--- src/rtl/binary_down_counter_ctl.sv ---
// Loadable down-counter with terminal-count pulse, one-shot / auto-reload modes
// and a sticky underflow flag; loads are accepted through a valid/ready handshake.
module binary_down_counter_ctl #(
  parameter int WIDTH = 4
) (
  input  logic             clk,
  input  logic             reset,
  input  logic             load_valid,
  output logic             load_ready,
  input  logic [WIDTH-1:0] load_value,
  input  logic             load_mode,
  input  logic             enable,
  input  logic             clear_underflow,
  output logic [WIDTH-1:0] out,
  output logic             zero,
  output logic             tc_pulse,
  output logic             underflow,
  output logic             busy
);

  localparam logic [1:0] ST_IDLE = 2'd0;
  localparam logic [1:0] ST_RUN  = 2'd1;
  localparam logic [1:0] ST_DONE = 2'd2;

  localparam logic [WIDTH-1:0] ONE = {{(WIDTH-1){1'b0}}, 1'b1};

  logic [1:0]       state_q, state_d;
  logic [WIDTH-1:0] out_q, out_d;
  logic [WIDTH-1:0] reload_q, reload_d;
  logic             mode_q, mode_d;
  logic             tc_q, tc_d;
  logic             uf_q, uf_d;
  logic             load_fire;

  // A running counter only takes a new value while it is paused.
  assign load_ready = (state_q != ST_RUN) | ~enable;
  assign load_fire  = load_valid & load_ready;

  always_comb begin
    // NOTE: every next-state signal gets a hold/default value first so no path leaves it unassigned (no latch).
    state_d  = state_q;
    out_d    = out_q;
    reload_d = reload_q;
    mode_d   = mode_q;
    tc_d     = 1'b0;
    uf_d     = uf_q & ~clear_underflow;

    if (load_fire) begin
      out_d    = load_value;
      reload_d = load_value;
      mode_d   = load_mode;
      state_d  = (load_value != '0) ? ST_RUN : ST_DONE;
    end else if ((state_q == ST_RUN) && enable) begin
      if (out_q > ONE) begin
        out_d = out_q - ONE;
      end else if (out_q == ONE) begin
        out_d = '0;
        tc_d  = 1'b1;
        if (mode_q) state_d = ST_DONE;
      end else if (!mode_q) begin
        // Wrap from zero back to the loaded value; a simultaneous clear loses.
        out_d = reload_q;
        uf_d  = 1'b1;
      end else begin
        state_d = ST_DONE;
      end
    end
  end

  always_ff @(posedge clk) begin
    // NOTE: sequential state uses non-blocking assignments so all registers update together at the edge.
    if (reset) begin
      state_q  <= ST_IDLE;
      out_q    <= '0;
      reload_q <= '0;
      mode_q   <= 1'b0;
      tc_q     <= 1'b0;
      uf_q     <= 1'b0;
    end else begin
      state_q  <= state_d;
      out_q    <= out_d;
      reload_q <= reload_d;
      mode_q   <= mode_d;
      tc_q     <= tc_d;
      uf_q     <= uf_d;
    end
  end

  assign out       = out_q;
  assign zero      = (out_q == '0);
  assign tc_pulse  = tc_q;
  assign underflow = uf_q;
  assign busy      = (state_q == ST_RUN);

endmodule

--- config.mk ---
export PLATFORM = sky130hd
export DESIGN_NAME = binary_down_counter_ctl
export DESIGN_NICKNAME = d
export VERILOG_FILES = /design/src/rtl/binary_down_counter_ctl.sv
export SDC_FILE = /design/constraint.sdc
export NUM_CORES = 1
export LEC_CHECK = 0
export BUFFER_PORTS_ARGS = -buffer_cell sky130_fd_sc_hd__clkbuf_2
export CAP_MARGIN = 40
export CORE_MARGIN = 4
export CORE_UTILIZATION = 47
export DETAILED_ROUTE_END_ITERATION = 16
export PLACE_DENSITY = 0.75
export SLEW_MARGIN = 20
export SYNTH_ARGS = -nofsm -noshare
export SYNTH_HDL_FRONTEND = slang
export SYNTH_SLANG_ARGS = --single-unit
--- constraint.sdc ---
create_clock -name clk -period 2.1 [get_ports clk]
set_input_delay 0 -clock clk [delete_from_list [all_inputs] [get_ports clk]]
set_output_delay 0 -clock clk [all_outputs]
set_load 0.02 [all_outputs]
==> impl_table.tex, run 1 <==
\begin{tabular}{lr}
\hline
Metric & Value \\
\hline
\multicolumn{2}{l}{\textbf{Finish}} \\
Sequential cell area & 260 µm² \\
Final antenna diode count & 0 \\
Share of cells above drive strength 1 & 33.3\% \\
Post-route non-filler standard cell count & 121 \\
Final Core Density & 61.3\% \\
Filler cells & 126 \\
Footprint of the multi-input gates & 445 µm² \\
Net total in the final layout & 119 \\
Area delta synth->final & 22.6\% \\
\multicolumn{2}{l}{\textbf{Routing}} \\
Routed len/inst & 13.6 µm \\
Count of vias placed by the detailed router & 675 \\
DRC errors left & 0 \\
Router iterations before antenna repair & 4 \\
Detail-routed via count per cell & 5.58 \\
Residual antenna-violating net count after detailed routing & 0 \\
Starting DRT DRC Count & 18 \\
Total length of routed wires & 1640 µm \\
\multicolumn{2}{l}{\textbf{Logic synthesis}} \\
Fraction of post-synthesis cell area in the top cell type by area & 34.6\% \\
Average cell area after synthesis & 9.42 µm² \\
Yosys cell types & 33 \\
FFs w/ async S/R, synth & 0\% \\
Number of warnings issued by yosys & 0 \\
FF+latch count, synth & 13 \\
EDFF count, synth & 0 \\
Syn nets & 93 \\
Sequential-to-total area share from yosys stat & 34.6\% \\
Post-synthesis cell type with the largest combined area & dfxtp\_1 \\
Most repeated cell in the gate-level netlist after synthesis & dfxtp\_1 \\
Cell area after technology mapping & 753 µm² \\
Cell types with the highest counts after synthesis & 13 x dfxtp\_1, 11 x nand2\_1, 7 x a21oi\_1, 6 x nor2\_1, 4 x inv\_1 \\
Top cells by area, synth & dfxtp\_1 35\%, nand2\_1 5.5\%, ha\_1 5.0\%, a21oi\_1 4.7\%, o41ai\_2 4.3\% \\
Instance count of the mapped netlist & 80 \\
Top flip-flop cell by instance count after synthesis & dfxtp\_1 \\
\multicolumn{2}{l}{\textbf{Placement}} \\
Gpl congestion & 0.816 \\
Detailed placer's ending HPWL & 1230 µm \\
Dpl ws & 0.253 ns \\
Count of input and output buffers & 18 \\
Placed cell count & 111 \\
\multicolumn{2}{l}{\textbf{STA}} \\
Least-Margin Pin Slew & 0.620 ns \\
Final worst path period need & 1.87 ns \\
Clk\_skew & 0.0113 ns \\
Total Negative Setup Slacks & 0 ns \\
Rel. slew slack & 58.7\% \\
Crit share post-route & 88.8\% \\
Final worst setup slack & 0.234 ns \\
Final-report setup violation count & 0 \\
Max Clock Freq & 0.536 GHz \\
Final count of pins violating max slew & 0 \\
RSZ-0062 raised after global routing & false \\
Final hold violations & 0 \\
\multicolumn{2}{l}{\textbf{Setup path}} \\
Data arrival time at the worst-slack endpoint & 2.01 ns \\
Launching element type of the critical path & flop \\
Worst path required time & 2.25 ns \\
Critical path type & flop to flop \\
Largest fanout of any net on the critical path & 7 \\
Kind of capture point of the worst setup path & flop \\
\multicolumn{2}{l}{\textbf{GRT}} \\
Global-route wire length before repair & 2750 µm \\
GRT Total Usage & 16.8\% \\
Initial antenna violation count & 0 \\
Via count of the first global-routing pass & 604 \\
Maximum number of pins on one net before global-route repair & 13 \\
Final global-route overflow total & 0 \\
\multicolumn{2}{l}{\textbf{Power and ir drop}} \\
Peak ir drop on the vdd network & 390 µV \\
Cell Pwr Density & 680 nW/µm² \\
Leakage component of the power & 0.000424 µW \\
\multicolumn{2}{l}{\textbf{CTS}} \\
Library cell used as clock root buffer & clkbuf\_4 \\
Skew-Pair Late Insertion Delay & 0.28 ns \\
TritonCTS clock tree & yes \\
Maximum clock path buffer count & 2 \\
Number of levels in the clock H-tree & 1 \\
CTS sink count & 13 \\
CTS Buf Count & 3 \\
Clock-pin slew on the worst setup and hold paths & 0.08 ns \\
CTS-repair resized insts & 0 \\
\multicolumn{2}{l}{\textbf{Flow run}} \\
Number of violations of the max-capacitance limit & 0 \\
\multicolumn{2}{l}{\textbf{Floorplanning}} \\
Core area & 1510 µm² \\
IO Pins & 19 \\
Cell Rows & 14 \\
Die Area & 2310 µm² \\
Width of the die & 48.0 µm \\
Effective utilization at floorplan & 50.0\% \\
Die height & 48.0 µm \\
\multicolumn{2}{l}{\textbf{Min path}} \\
Worst min-delay path class & input pin to flop \\
\multicolumn{2}{l}{\textbf{Status}} \\
Status & completed \\
\hline
\end{tabular}
## through the flow
stage	cell area [µm²]	total power, µW	hold slack (ns)
6_report	923	628	0.0850
5_1_grt	923	662	0.109
4_1_cts	923	635	0.0833
3_5_place_dp	837	472	0.235
3_3_place_gp	837	468	0.224
2_1_floorplan	753	425	0.0760
## path summary, 6_finish.rpt
path	depth (start not counted)	slack [ns]	startpoint	end
setup / recovery	5	0.23	out[0]	out[0]
hold / removal	2	0.09	reset	state_q[0]
setup reg to reg	5	0.23	out[0]	out[0]
hold reg to reg	2	0.46	reload_q[2]	reload_q[2]
## final cells by class
class,count,area share [%]
clock buffer,4,2.85
tap,16,2.17
timing repair buffer,24,16.3
inverter,5,2.30
multi-input combinational,59,48.2
sequential,13,28.2
## kinds of logic after synthesis
logic type      synth area share [%]
fa+ha+maj                       4.98
flops                           34.6
xor+xnor                        1.16
buf+inv                         6.31
compound gates                  25.6
simple gates                    27.4
## layer usage
| metal | up-vias | global-route usage [%] | part of all wire (%) |
|---|---|---|---|
| met4 | 0 | 6.45 | 1.3 |
| met1 | 306 | 22.6 | 44 |
| met2 | 23 | 27.2 | 48 |
| met5 | - | 0 | 0 |
| li1 | 342 | - | - |
| met3 | 4 | 2.26 | 5.8 |
## critical path: stages (launching register included)
cell       delay, ns
dfxtp_1         0.46
inv_1           0.10
ha_1            0.27
nor4b_4         0.17
o2bb2ai_1       0.28
o41ai_1         0.46
## power by group
part / switching (µW) / leakage [µW] / internal [µW]
Clock: 80.1 / 0.0000150 / 73.6
Combinational: 105 / 0.000302 / 84.1
Sequential: 21.0 / 0.000107 / 264
Total: 206 / 0.000424 / 422
## flip-flops by register name, summed over array words and instances, names as in the netlist
| register | cells |
|---|---|
| underflow | 1 |
| reload_q | 4 |
| mode_q | 1 |
| out | 4 |
| state_q | 2 |
| tc_pulse | 1 |
## cells in the final DEF, fill, tap and decap left out, types with 2 or more instances in the layout
cell type      instances
o41ai_2                2
nand2_1               11
inv_1                  4
nand3_1                3
dfxtp_1               13
o41ai_1                2
o211a_1                3
clkbuf_4               3
and2_1                 2
dlygate4sd3_1          6
clkbuf_2              18
a2111oi_2              2
nor2_1                 6
a21oi_1                7
ha_1                   3
## repair_timing
action                                 CTS  global route
hold buffers                             6             0
endpoints found under the hold margin    6             0
buffers inserted                         0             0
No activity file was read; power rests on OpenSTA's default activity.
==> run 2, diff against run 1 <==
--- a/config.mk
+++ b/config.mk
@@ -7,10 +7,11 @@
 export LEC_CHECK = 0
 export BUFFER_PORTS_ARGS = -buffer_cell sky130_fd_sc_hd__clkbuf_2
 export CAP_MARGIN = 40
+export CORE_ASPECT_RATIO = 0.75
 export CORE_MARGIN = 4
-export CORE_UTILIZATION = 47
+export CORE_UTILIZATION = 35
 export DETAILED_ROUTE_END_ITERATION = 16
-export PLACE_DENSITY = 0.75
+export PLACE_DENSITY = 0.6
 export SLEW_MARGIN = 20
 export SYNTH_ARGS = -nofsm -noshare
 export SYNTH_HDL_FRONTEND = slang
==> impl_table.tex, run 2 (synthesis results as in run 1) <==
\begin{tabular}{lr}
\hline
Metric & Value \\
\hline
\multicolumn{2}{l}{\textbf{CTS}} \\
Clock-pin slew on the worst setup and hold paths & 0.09 ns \\
TritonCTS clock tree & yes \\
Library cell used as clock root buffer & clkbuf\_4 \\
CTS Buf Count & 3 \\
CTS sink count & 13 \\
CTS-repair resized insts & 0 \\
Skew-Pair Late Insertion Delay & 0.29 ns \\
Number of levels in the clock H-tree & 1 \\
Maximum clock path buffer count & 2 \\
\multicolumn{2}{l}{\textbf{Floorplanning}} \\
Die Area & 2970 µm² \\
Effective utilization at floorplan & 37.1\% \\
IO Pins & 19 \\
Cell Rows & 14 \\
Core area & 2030 µm² \\
Width of the die & 61.6 µm \\
Die height & 48.2 µm \\
\multicolumn{2}{l}{\textbf{STA}} \\
Final-report setup violation count & 0 \\
Final hold violations & 0 \\
Crit share post-route & 86.9\% \\
Final count of pins violating max slew & 0 \\
Max Clock Freq & 0.548 GHz \\
Final worst setup slack & 0.276 ns \\
Rel. slew slack & 57.8\% \\
Total Negative Setup Slacks & 0 ns \\
Final worst path period need & 1.82 ns \\
RSZ-0062 raised after global routing & false \\
Clk\_skew & 0.00215 ns \\
Least-Margin Pin Slew & 0.632 ns \\
\multicolumn{2}{l}{\textbf{Setup path}} \\
Worst reg-to-reg setup slack & 0.28 ns \\
Worst path required time & 2.28 ns \\
Reg-to-reg startpoint & out[0] \\
Launching element of the worst setup path & out[0] \\
Data arrival time at the worst-slack endpoint & 2.00 ns \\
Critical path type & flop to flop \\
Launching element type of the critical path & flop \\
Termination of the worst setup path & out[1] \\
Register-to-Register Path Depth & 5 \\
Largest fanout of any net on the critical path & 7 \\
Endpoint of the worst-slack reg-to-reg timing path & out[1] \\
Kind of capture point of the worst setup path & flop \\
\multicolumn{2}{l}{\textbf{Placement}} \\
Placed cell count & 119 \\
Count of input and output buffers & 18 \\
Gpl congestion & 0.786 \\
Dpl ws & 0.321 ns \\
Detailed placer's ending HPWL & 1350 µm \\
\multicolumn{2}{l}{\textbf{Routing}} \\
Router iterations before antenna repair & 4 \\
Detail-routed via count per cell & 5.32 \\
Count of vias placed by the detailed router & 686 \\
Residual antenna-violating net count after detailed routing & 0 \\
DRC errors left & 0 \\
Routed len/inst & 14.2 µm \\
Total length of routed wires & 1830 µm \\
Starting DRT DRC Count & 34 \\
\multicolumn{2}{l}{\textbf{Power and ir drop}} \\
Logic gate share of total power & 29.8\% \\
Peak ir drop on the vdd network & 367 µV \\
Cell internal pwr & 420 µW \\
Total power draw & 642 µW \\
Sequential group share of total power & 44.7\% \\
Cell Pwr Density & 687 nW/µm² \\
Switching power share of the total & 34.6\% \\
Clock share of power & 25.5\% \\
Power spent charging and discharging nets & 222 µW \\
Leakage component of the power & 0.000427 µW \\
\multicolumn{2}{l}{\textbf{Status}} \\
Status & completed \\
\multicolumn{2}{l}{\textbf{GRT}} \\
Via count of the first global-routing pass & 616 \\
GRT Total Usage & 14.1\% \\
Maximum number of pins on one net before global-route repair & 13 \\
Final global-route overflow total & 0 \\
Initial antenna violation count & 0 \\
Global-route wire length before repair & 2930 µm \\
\multicolumn{2}{l}{\textbf{Finish}} \\
Area delta synth->final & 24.1\% \\
Final antenna diode count & 0 \\
Net total in the final layout & 119 \\
Most frequent cells in the layout & 18 x clkbuf\_2, 13 x dfxtp\_1, 11 x nand2\_1, 7 x a21oi\_1 \\
Final Core Density & 46.0\% \\
Share of cells above drive strength 1 & 34.3\% \\
Post-route non-filler standard cell count & 129 \\
Most common cell after layout, fill and taps aside & clkbuf\_2 \\
\multicolumn{2}{l}{\textbf{Min path}} \\
Worst min-delay path class & input pin to flop \\
\multicolumn{2}{l}{\textbf{Flow run}} \\
Number of violations of the max-capacitance limit & 0 \\
\hline
\end{tabular}
-- run 2: worst max-delay path: stages (launching register included) --
cell and delay, ns:
dfxtp_1 0.45, inv_1 0.10, ha_1 0.27, nor4b_4 0.17
o2bb2ai_1 0.29, a2111oi_2 0.44
-- run 2: what timing repair did --
action / 4_1_cts / 5_1_grt
setup buffers: 0 / 0
endpoints found under the hold margin: 6 / 0
hold buffers: 6 / 0
-- run 2: worst min path at each step --
| stage | startpoint | endpoint | slack (ns) | cells past startpoint |
|---|---|---|---|---|
| finish | load_valid | state_q[0] | 0.05 | 3 |
| floorplan | reset | out[1] | 0.08 | 1 |
| detailed placement | load_mode | mode_q | 0.23 | 3 |
| global route | load_valid | state_q[0] | 0.03 | 3 |
| CTS | load_valid | state_q[0] | 0.04 | 3 |
| global placement | load_mode | mode_q | 0.22 | 3 |
-- run 2: power by group through the flow --
| stage | clock (µW) | sequential [µW] | combinational (µW) |
|---|---|---|---|
| after CTS | 168 | 286 | 191 |
| after detailed placement | 0 | 292 | 181 |
| final | 164 | 287 | 191 |
| after global routing | 187 | 289 | 209 |
| after global placement | 0 | 291 | 180 |
| after floorplan | 0 | 297 | 128 |
-- run 2: stage by stage --
| step | area [µm²] | hold WS [ns] |
|---|---|---|
| floorplan | 753 | 0.0760 |
| global placement | 847 | 0.223 |
| detailed placement | 847 | 0.232 |
| CTS | 935 | 0.0415 |
| global route | 935 | 0.0334 |
| finish | 935 | 0.0486 |
-- run 2: area by class of cell --
class                   count  area (µm²)
clock buffers               3        22.5
clock inverters             1        5.00
fillers                   202        1100
inverters                   5        21.3
multi-input cells          59         445
flip-flops and latches     13         260
well taps                  24        30.0
repair buffers             24         150
-- run 2: routing by layer --
| metal | vias to the layer above | track usage (%) | wire [µm] |
|---|---|---|---|
| li1 | 339 | - | - |
| met1 | 321 | 18.4 | 875 |
| met2 | 21 | 21.3 | 784 |
| met3 | 5 | 5.56 | 145 |
| met4 | 0 | 5.08 | 25 |
| met5 | - | 0 | 0 |
==> run 3, diff against run 2 <==
--- a/config.mk
+++ b/config.mk
@@ -11,7 +11,8 @@
 export CORE_MARGIN = 4
 export CORE_UTILIZATION = 35
 export DETAILED_ROUTE_END_ITERATION = 16
-export PLACE_DENSITY = 0.6
+export PLACE_DENSITY = 0.69
+export SETUP_SLACK_MARGIN = 0.4
 export SLEW_MARGIN = 20
 export SYNTH_ARGS = -nofsm -noshare
 export SYNTH_HDL_FRONTEND = slang
==> impl_table.tex, run 3 (synthesis results as in run 1) <==
\begin{tabular}{lr}
\hline
Metric & Value \\
\hline
\multicolumn{2}{l}{\textbf{Routing}} \\
Starting DRT DRC Count & 12 \\
Residual antenna-violating net count after detailed routing & 0 \\
Total length of routed wires & 1810 µm \\
Detail-routed via count per cell & 5.33 \\
Count of vias placed by the detailed router & 688 \\
Router iterations before antenna repair & 4 \\
DRC errors left & 0 \\
Routed len/inst & 14.0 µm \\
\multicolumn{2}{l}{\textbf{GRT}} \\
Maximum number of pins on one net before global-route repair & 13 \\
GRT Total Usage & 14.2\% \\
Via count of the first global-routing pass & 666 \\
Global-route wire length before repair & 3000 µm \\
Initial antenna violation count & 0 \\
Final global-route overflow total & 0 \\
\multicolumn{2}{l}{\textbf{Finish}} \\
Share of cells above drive strength 1 & 39.0\% \\
Total non-filler cell area in the finished layout & 963 µm² \\
Net total in the final layout & 119 \\
Area delta synth->final & 27.9\% \\
Final antenna diode count & 0 \\
Most frequent cells in the layout & 18 x clkbuf\_2, 11 x nand2\_1, 11 x dfxtp\_1, 7 x a21oi\_1 \\
Most common cell after layout, fill and taps aside & clkbuf\_2 \\
\multicolumn{2}{l}{\textbf{Status}} \\
Status & completed \\
\multicolumn{2}{l}{\textbf{Floorplanning}} \\
Width of the die & 61.6 µm \\
Die Area & 2970 µm² \\
Core area & 2030 µm² \\
Cell Rows & 14 \\
Die height & 48.2 µm \\
Effective utilization at floorplan & 37.1\% \\
IO Pins & 19 \\
\multicolumn{2}{l}{\textbf{STA}} \\
Total Negative Setup Slacks & 0 ns \\
Crit share post-route & 77.4\% \\
Final-report setup violation count & 0 \\
Max Clock Freq & 0.615 GHz \\
Final hold violations & 0 \\
Least-Margin Pin Slew & 0.618 ns \\
Final count of pins violating max slew & 0 \\
Final worst path period need & 1.63 ns \\
Clk\_skew & 0.0110 ns \\
RSZ-0062 raised after global routing & true \\
Rel. slew slack & 58.8\% \\
\multicolumn{2}{l}{\textbf{Power and ir drop}} \\
Leakage component of the power & 0.000426 µW \\
Cell Pwr Density & 676 nW/µm² \\
Peak ir drop on the vdd network & 441 µV \\
\multicolumn{2}{l}{\textbf{Setup path}} \\
Critical path type & flop to flop \\
Worst path required time & 2.30 ns \\
Slowest CP cell & o2bb2ai\_1 \\
Data arrival time at the worst-slack endpoint & 1.83 ns \\
Kind of capture point of the worst setup path & flop \\
Maximum cell stage delay along the critical path & 0.36 ns \\
Cells along the critical path & inv\_2, ha\_4, nor4b\_4, o2bb2ai\_1, nand3\_1, o41ai\_2 \\
Launching element type of the critical path & flop \\
Largest fanout of any net on the critical path & 7 \\
\multicolumn{2}{l}{\textbf{CTS}} \\
TritonCTS clock tree & yes \\
Library cell used as clock root buffer & clkbuf\_4 \\
Number of levels in the clock H-tree & 1 \\
CTS sink count & 13 \\
CTS Buf Count & 3 \\
Maximum clock path buffer count & 2 \\
Clock-pin slew on the worst setup and hold paths & 0.09 ns \\
Skew-Pair Late Insertion Delay & 0.29 ns \\
\multicolumn{2}{l}{\textbf{Placement}} \\
Count of input and output buffers & 18 \\
Gpl congestion & 0.811 \\
Placed instance area & 850 µm² \\
Detailed placer's ending HPWL & 1310 µm \\
\multicolumn{2}{l}{\textbf{Flow run}} \\
Number of violations of the max-capacitance limit & 0 \\
\multicolumn{2}{l}{\textbf{Min path}} \\
Worst min-delay path class & input pin to flop \\
\hline
\end{tabular}
[run 3: cell count changes in the layout (fill, tap and decap cells not counted)]
cell,previous run,this run
dfxtp_1,13,11
dfxtp_2,0,1
clkinv_2,1,0
inv_2,0,2
clkbuf_1,0,1
ha_1,3,1
ha_4,0,2
dfxtp_4,0,1
inv_1,4,2
[run 3: power breakdown]
group,switching (µW),total (µW),internal (µW)
Clock,88.9,163,73.8
Combinational,109,200,91.6
Sequential,23.0,288,265
[run 3: per-stage QoR]
stage	utilization [%]	setup WS, ns	std cells	hold slack (ns)	total power, µW
floorplan	-	0.442	80	0.0685	426
global placement	41.8	0.412	119	0.225	470
detailed placement	41.8	0.359	119	0.231	474
CTS	47.3	0.427	129	0.0677	654
global route	47.4	0.324	129	0.0815	692
finish	47.4	0.474	129	0.0730	651
[run 3: repair_timing]
action	CTS	global route
hold buffers	6	0
hold endpoints to repair	6	0
resized for setup	5	2
pin swaps	1	1
setup endpoints to repair	4	4
setup buffers	0	0
[run 3: metal layers]
layer | part of all wire, % | vias up | global-route usage (%) | routed length [µm]
li1 | - | 341 | - | -
met1 | 44 | 323 | 17.9 | 792
met2 | 49 | 20 | 22.1 | 888
met3 | 5.6 | 4 | 4.76 | 102
met4 | 1.3 | 0 | 6.78 | 24
met5 | 0 | - | 0 | 0
[run 3: area by class of cell]
type / instances / area (µm²)
well taps: 24 / 30.0
multi-input cells: 59 / 470
flip-flops and latches: 13 / 265
fillers: 204 / 1070
clock buffers: 4 / 26.3
inverters: 5 / 21.3
repair buffers: 24 / 150
[run 3: path summary, 6_finish.rpt]
| path | startpoint | end | slack [ns] | cells past startpoint |
|---|---|---|---|---|
| max | out[1] | out[3] | 0.47 | 6 |
| min | load_valid | state_q[0] | 0.07 | 3 |
| max reg2reg | out[1] | out[3] | 0.47 | 6 |
| min reg2reg | reload_q[3] | reload_q[3] | 0.47 | 2 |
[run 3: worst max-delay path: cells and delay by family (launching register included)]
| kind | cells | cell delay (ns) |
|---|---|---|
| and+or+nand+nor | 2 | 0.47 |
| AOI/OAI and AO/OA | 2 | 0.43 |
| DFF | 1 | 0.34 |
| adders and majority gates | 1 | 0.18 |
| buffers and inverters | 1 | 0.12 |
